===== src/rtl/seq_pkg.sv =====
// ============================================================================
// Module   : seq_pkg
// Purpose  : Stage encodings shared by the sequencer, the CPU top and benches.
// Revision : 1.0
// ============================================================================
`default_nettype none

package seq_pkg;

  localparam int STAGE_W = 3;

  typedef enum logic [STAGE_W-1:0] {
    ST_IF   = 3'd0,
    ST_RR   = 3'd1,
    ST_EX   = 3'd2,
    ST_MA   = 3'd3,
    ST_RW   = 3'd4,
    ST_HALT = 3'd5
  } stage_e;

endpackage

`default_nettype wire


===== src/rtl/seq_perf_counter.sv =====
// ============================================================================
// Module   : seq_perf_counter
// Purpose  : Free-running wrap-around event counter with synchronous clear.
// Revision : 1.0
// ============================================================================
`default_nettype none

module seq_perf_counter #(
  parameter int CNT_W = 32
) (
  input  logic             clk,
  input  logic             clr,
  input  logic             en,
  output logic [CNT_W-1:0] count
);

  logic [CNT_W-1:0] r_count;

  always_ff @(posedge clk) begin
    if (clr) begin
      r_count <= '0;
    end else if (en) begin
      r_count <= r_count + CNT_W'(1);
    end
  end

  assign count = r_count;

endmodule

`default_nettype wire


===== src/rtl/stage_sequencer.sv =====
// ============================================================================
// Module   : stage_sequencer
// Purpose  : Multi-cycle IF/RR/EX/MA/RW stage FSM and PC register with
//            variable-latency memory handshakes and sticky HALT.
// Options  : SEQ_PERF_CNT_EN enables the cycle / retired-instruction counters.
// Revision : 1.0
// ============================================================================
`default_nettype none

module stage_sequencer
  import seq_pkg::*;
#(
  parameter int              XLEN     = 32,
  parameter logic [XLEN-1:0] RESET_PC = 'h7FFC,
  parameter bit              SKIP_MA  = 1'b1,
  parameter int              CNT_W    = 32
) (
  input  logic               clk,
  input  logic               rst,
  input  logic [XLEN-1:0]    npc,
  input  logic               is_load,
  input  logic               is_store,
  input  logic               is_halt,
  input  logic               reg_we_dec,
  input  logic               imem_ready,
  input  logic               dmem_ready,
  output logic [XLEN-1:0]    pc,
  output logic [STAGE_W-1:0] stage,
  output logic               imem_req,
  output logic               dec_en,
  output logic               alu_en,
  output logic               dmem_req,
  output logic               dmem_we,
  output logic               reg_we,
  output logic               retired,
  output logic               halted,
  output logic [CNT_W-1:0]   cycle_cnt,
  output logic [CNT_W-1:0]   instret_cnt
);

  stage_e          r_state;
  stage_e          w_next_state;
  logic [XLEN-1:0] r_pc;

  logic w_is_mem;
  logic w_imem_req, w_dec_en, w_alu_en, w_dmem_req, w_dmem_we;
  logic w_reg_we, w_retired, w_halted;
  logic w_unused_npc;

  assign w_is_mem     = is_load | is_store;
  assign w_unused_npc = ^npc[1:0];

  always_ff @(posedge clk) begin
    if (rst) begin
      r_state <= ST_IF;
      r_pc    <= RESET_PC;
    end else begin
      r_state <= w_next_state;
      if (r_state == ST_RW) begin
        r_pc <= {npc[XLEN-1:2], 2'b00};
      end
    end
  end

  always_comb begin
    w_next_state = r_state;
    w_imem_req   = 1'b0;
    w_dec_en     = 1'b0;
    w_alu_en     = 1'b0;
    w_dmem_req   = 1'b0;
    w_dmem_we    = 1'b0;
    w_reg_we     = 1'b0;
    w_retired    = 1'b0;
    w_halted     = 1'b0;
    case (r_state)
      ST_IF: begin
        w_imem_req = 1'b1;
        if (imem_ready) w_next_state = ST_RR;
      end
      ST_RR: begin
        w_dec_en     = 1'b1;
        w_next_state = ST_EX;
      end
      ST_EX: begin
        w_alu_en = 1'b1;
        // Halt wins over a simultaneous load/store decode.
        if (is_halt)           w_next_state = ST_HALT;
        else if (w_is_mem)     w_next_state = ST_MA;
        else if (SKIP_MA)      w_next_state = ST_RW;
        else                   w_next_state = ST_MA;
      end
      ST_MA: begin
        if (w_is_mem) begin
          w_dmem_req = 1'b1;
          w_dmem_we  = is_store;
          if (dmem_ready) w_next_state = ST_RW;
        end else begin
          w_next_state = ST_RW;
        end
      end
      ST_RW: begin
        w_reg_we     = reg_we_dec;
        w_retired    = 1'b1;
        w_next_state = ST_IF;
      end
      ST_HALT: begin
        w_halted = 1'b1;
      end
      default: begin
        w_next_state = ST_IF;
      end
    endcase
  end

  // Decoded outputs drop in the very cycle rst is asserted.
  assign imem_req = w_imem_req & ~rst;
  assign dec_en   = w_dec_en   & ~rst;
  assign alu_en   = w_alu_en   & ~rst;
  assign dmem_req = w_dmem_req & ~rst;
  assign dmem_we  = w_dmem_we  & ~rst;
  assign reg_we   = w_reg_we   & ~rst;
  assign retired  = w_retired  & ~rst;
  assign halted   = w_halted   & ~rst;

  assign pc    = r_pc;
  assign stage = r_state;

`ifdef SEQ_PERF_CNT_EN
  seq_perf_counter #(.CNT_W(CNT_W)) u_cycle_cnt (
    .clk   (clk),
    .clr   (rst),
    .en    (r_state != ST_HALT),
    .count (cycle_cnt)
  );

  seq_perf_counter #(.CNT_W(CNT_W)) u_instret_cnt (
    .clk   (clk),
    .clr   (rst),
    .en    (retired),
    .count (instret_cnt)
  );
`else
  assign cycle_cnt   = '0;
  assign instret_cnt = '0;
`endif

endmodule

`default_nettype wire

===== config.mk =====
export PLATFORM = sky130hd
export DESIGN_NAME = stage_sequencer
export DESIGN_NICKNAME = d
export VERILOG_FILES = /design/src/rtl/seq_pkg.sv /design/src/rtl/seq_perf_counter.sv /design/src/rtl/stage_sequencer.sv
export SDC_FILE = /design/constraint.sdc
export NUM_CORES = 1
export LEC_CHECK = 0
export CAP_MARGIN = 20
export CORE_MARGIN = 3
export CORE_UTILIZATION = 35
export DETAILED_ROUTE_END_ITERATION = 7
export DONT_BUFFER_PORTS = 1
export PLACE_DENSITY_LB_ADDON = 0.3
export REMOVE_ABC_BUFFERS = 1
export SLEW_MARGIN = 20
export SYNTH_ARGS = -nofsm -noshare
export SYNTH_HDL_FRONTEND = slang
export SYNTH_SLANG_ARGS = --single-unit

===== constraint.sdc =====
create_clock -name clk -period 1.7 [get_ports clk]
set_clock_uncertainty 0.1 [all_clocks]
set_input_delay 0.425 -clock clk [delete_from_list [all_inputs] [get_ports clk]]
set_output_delay 0.425 -clock clk [all_outputs]
set_load 0.03 [all_outputs]

==> insert_results.sql <==
INSERT INTO impl_metrics (metric_group, metric, value, unit) VALUES
('status', 'run_status', 'finished with violations', ''),
('status', 'failing_checks', 'negative setup slack', ''),
('timing', 'timing_hold_violations_final', '0', ''),
('synth', 'post_synth.cell_area_avg', '7.91', 'sq um'),
('global_routing', 'wire_length_of_the_first_global_routing_pass', '5.70', 'mm'),
('worst_setup_path', 'worst-endpoint-arrival', '1370', 'ps'),
('worst_setup_path', 'worst_path_max_delay_cell', 'sky130_fd_sc_hd__or3b_4', ''),
('finish', 'flow.area_growth_from_synthesis', '1.41', '%'),
('clock_network', 'cts_root_buf', 'sky130_fd_sc_hd__clkbuf_8', ''),
('die', 'dieArea', '6250', 'sq um'),
('synth', 'synth_most_common_cell', 'sky130_fd_sc_hd__buf_4', ''),
('die', 'io-pin-count', '147', ''),
('routing', 'post_drt_wl_per_cell', '12.3', 'um'),
('clock_network', 'tritoncts.num_buffers', '5', ''),
('synth', 'post_synth_instance_area', '1870', 'sq um'),
('min_path', 'hold_start', 'rst', ''),
('die', 'initial_core_util', '37.8', '%'),
('routing', 'drc', '0', ''),
('routing', 'route.antenna.remaining_nets', '0', ''),
('placement', 'globalplace.congestion', '0.684', ''),
('worst_setup_path', 'startpoint', 'stage[1]', ''),
('worst_setup_path', 'critical_path.reg2reg.startpoint', 'stage[2]', ''),
('finish', 'num_antenna_cells', '0', ''),
('synth', 'synth_top_cell_area_share', '35.4', '%'),
('finish', 'layoutNonFillerInstCount', '313', ''),
('global_routing', 'grt_remaining_overflow', '0', ''),
('clock_network', 'cts-root-to-sink-buffers', '2', ''),
('timing', 'finalHoldWorstSlack', '125', 'ps'),
('synth', 'synth_enable_flop_cells', '0', ''),
('worst_setup_path', 'timing.critical_path.fanout_max', '2', ''),
('finish', 'final_net_count', '286', ''),
('synth', 'synth.lib_cells_used.distinct', '29', ''),
('timing', 'final_period_minus_worst_setup_slack', '1900', 'ps'),
('clock_network', 'clk_latency', '270', 'ps'),
('worst_setup_path', 'criticalPathCategory', 'reg2out', ''),
('clock_network', 'clkTransAtPathRegs', '60', 'ps'),
('placement', 'dp.cells', '305', ''),
('worst_setup_path', 'worst-endpoint-required', '1170', 'ps'),
('power_and_ir_drop', 'power.share.clock', '33.3', '%'),
('routing', 'vias', '1321', ''),
('worst_setup_path', 'start_kind', 'flip-flop', ''),
('clock_network', 'numClockSinks', '33', ''),
('synth', 'ys_async_sr_fraction', '0', '%'),
('worst_setup_path', 'cp_cell_sequence', 'or3b_4 -> nor2_4 -> and2_4 -> buf_6', ''),
('global_routing', 'grt_pass1_vias', '1176', ''),
('timing', 'grt_setup_unrepaired', 'true', ''),
('routing', 'drt_first_iter_violations', '44', ''),
('synth', 'synth_sequential_area_ratio', '35.4', '%'),
('placement', 'place_hpwl', '2.82', 'mm'),
('synth', 'synth.cells.most_frequent', '67 x sky130_fd_sc_hd__buf_4, 62 x sky130_fd_sc_hd__nand2_1, 33 x sky130_fd_sc_hd__dfxtp_1, 19 x sky130_fd_sc_hd__a21oi_1, 13 x sky130_fd_sc_hd__nand3b_1', ''),
('die', 'die_y', '79.0', 'um'),
('routing', 'first_pass_drt_iterations', '4', ''),
('synth', 'synth.largest_area_cell', 'sky130_fd_sc_hd__dfxtp_1', ''),
('timing', 'timing.final.ws_setup', '-197', 'ps'),
('power_and_ir_drop', 'seq_power_share', '48.1', '%'),
('min_path', 'hold_path_class', 'in2reg', ''),
('run', 'cap_violations', '0', ''),
('power_and_ir_drop', 'power.density_cell_area', '912', 'nW/um^2'),
('worst_setup_path', 'critical_path.endpoint_type', 'output port', ''),
('clock_network', 'holdBufCountCts', '0', ''),
('power_and_ir_drop', 'ir_worst_vdd', '0.373', 'mV'),
('power_and_ir_drop', 'cell_internal_pwr', '1.17', 'mW'),
('die', 'core', '4940', 'sq um'),
('timing', 'timing_limited_maximum_frequency', '0.527', 'GHz'),
('synth', 'synth_area_leaders', 'sky130_fd_sc_hd__dfxtp_1 35%, sky130_fd_sc_hd__buf_4 27%, sky130_fd_sc_hd__nand2_1 12%, sky130_fd_sc_hd__nand3b_1 5.2%, sky130_fd_sc_hd__a21oi_1 5.1%', ''),
('synth', 'ys_ff_latch', '33', ''),
('synth', 'synthesis.instances', '236', ''),
('routing', 'via_per_inst', '4.22', ''),
('global_routing', 'grt_max_degree', '39', ''),
('timing', 'final-setup-viol-count', '7', ''),
('clock_network', 'cts_tree', 'done', '');
## stage by stage
stage	util, %	area [sq um]
CTS	37.9	1880
finish	38.3	1890
detailed placement	35.2	1740
global placement	35.2	1740
floorplan	-	1520
global route	38.3	1890
## registers in the layout, summed over array words and instances, names as in the netlist
name	cells
stage	3
pc	30
## per-layer routing
| metal | track usage (%) | up-vias | share of wire (%) |
|---|---|---|---|
| met5 | 0 | - | 0 |
| met4 | 4.12 | 0 | 0.86 |
| met3 | 5.56 | 5 | 14 |
| met2 | 19.9 | 83 | 49 |
| met1 | 12.4 | 588 | 36 |
| li1 | - | 645 | - |
## repair_timing
action                     in CTS  in global routing
setup endpoints to repair       8                  8
resized for setup              12                  5
buffers inserted                1                  1
pin swaps                       2                  5
## layout make-up
cell class              count  area [sq um]  share of cell area [%]
inverters                   2          7.51                   0.397
clock buffers               7          86.3                    4.56
multi-input cells         186           897                    47.4
repair buffers             18           154                    8.13
well taps                  67          83.8                    4.43
flip-flops and latches     33           664                    35.1
## layout by cell type, fill, tap and decap left out, types with 2 or more instances in the layout
cell / Yosys / final
sky130_fd_sc_hd__a21oi_1: 19 / 19
sky130_fd_sc_hd__a31oi_1: 2 / 2
sky130_fd_sc_hd__buf_4: 67 / 14
sky130_fd_sc_hd__buf_6: 4 / 3
sky130_fd_sc_hd__clkbuf_8: 0 / 6
sky130_fd_sc_hd__conb_1: 1 / 66
sky130_fd_sc_hd__dfxtp_1: 33 / 30
sky130_fd_sc_hd__dfxtp_2: 0 / 3
sky130_fd_sc_hd__inv_1: 2 / 2
sky130_fd_sc_hd__nand2_1: 62 / 62
sky130_fd_sc_hd__nand3b_1: 13 / 13
sky130_fd_sc_hd__nor2_1: 2 / 2
sky130_fd_sc_hd__nor3b_2: 0 / 2
sky130_fd_sc_hd__or2_2: 2 / 2
## power groups by stage
stage | registers (mW) | clock network (mW) | logic (mW)
2_1_floorplan | 0.859 | 0 | 0.255
3_3_place_gp | 0.846 | 0 | 0.305
3_5_place_dp | 0.846 | 0 | 0.306
4_1_cts | 0.829 | 0.611 | 0.313
5_1_grt | 0.832 | 0.642 | 0.343
6_report | 0.830 | 0.574 | 0.322
## worst paths after layout
path,to,cells past startpoint
worst max-delay path,reg_we,4
worst min-delay path,stage[2],1
worst min register to register,pc[17],2
worst max register to register,stage[0],5
## kinds of logic (layout without fill, tap and decap cells)
family          after synthesis  count (layout)  synth area share (%)
buf+inv                      82              27                  31.9
flops                        33              33                  35.4
simple gates                 94              94                  24.5
other cells                   1              66                 0.201
mux                           1               1                 0.603
compound gates               25              25                  7.37
Power figures use the tool's default switching activity.
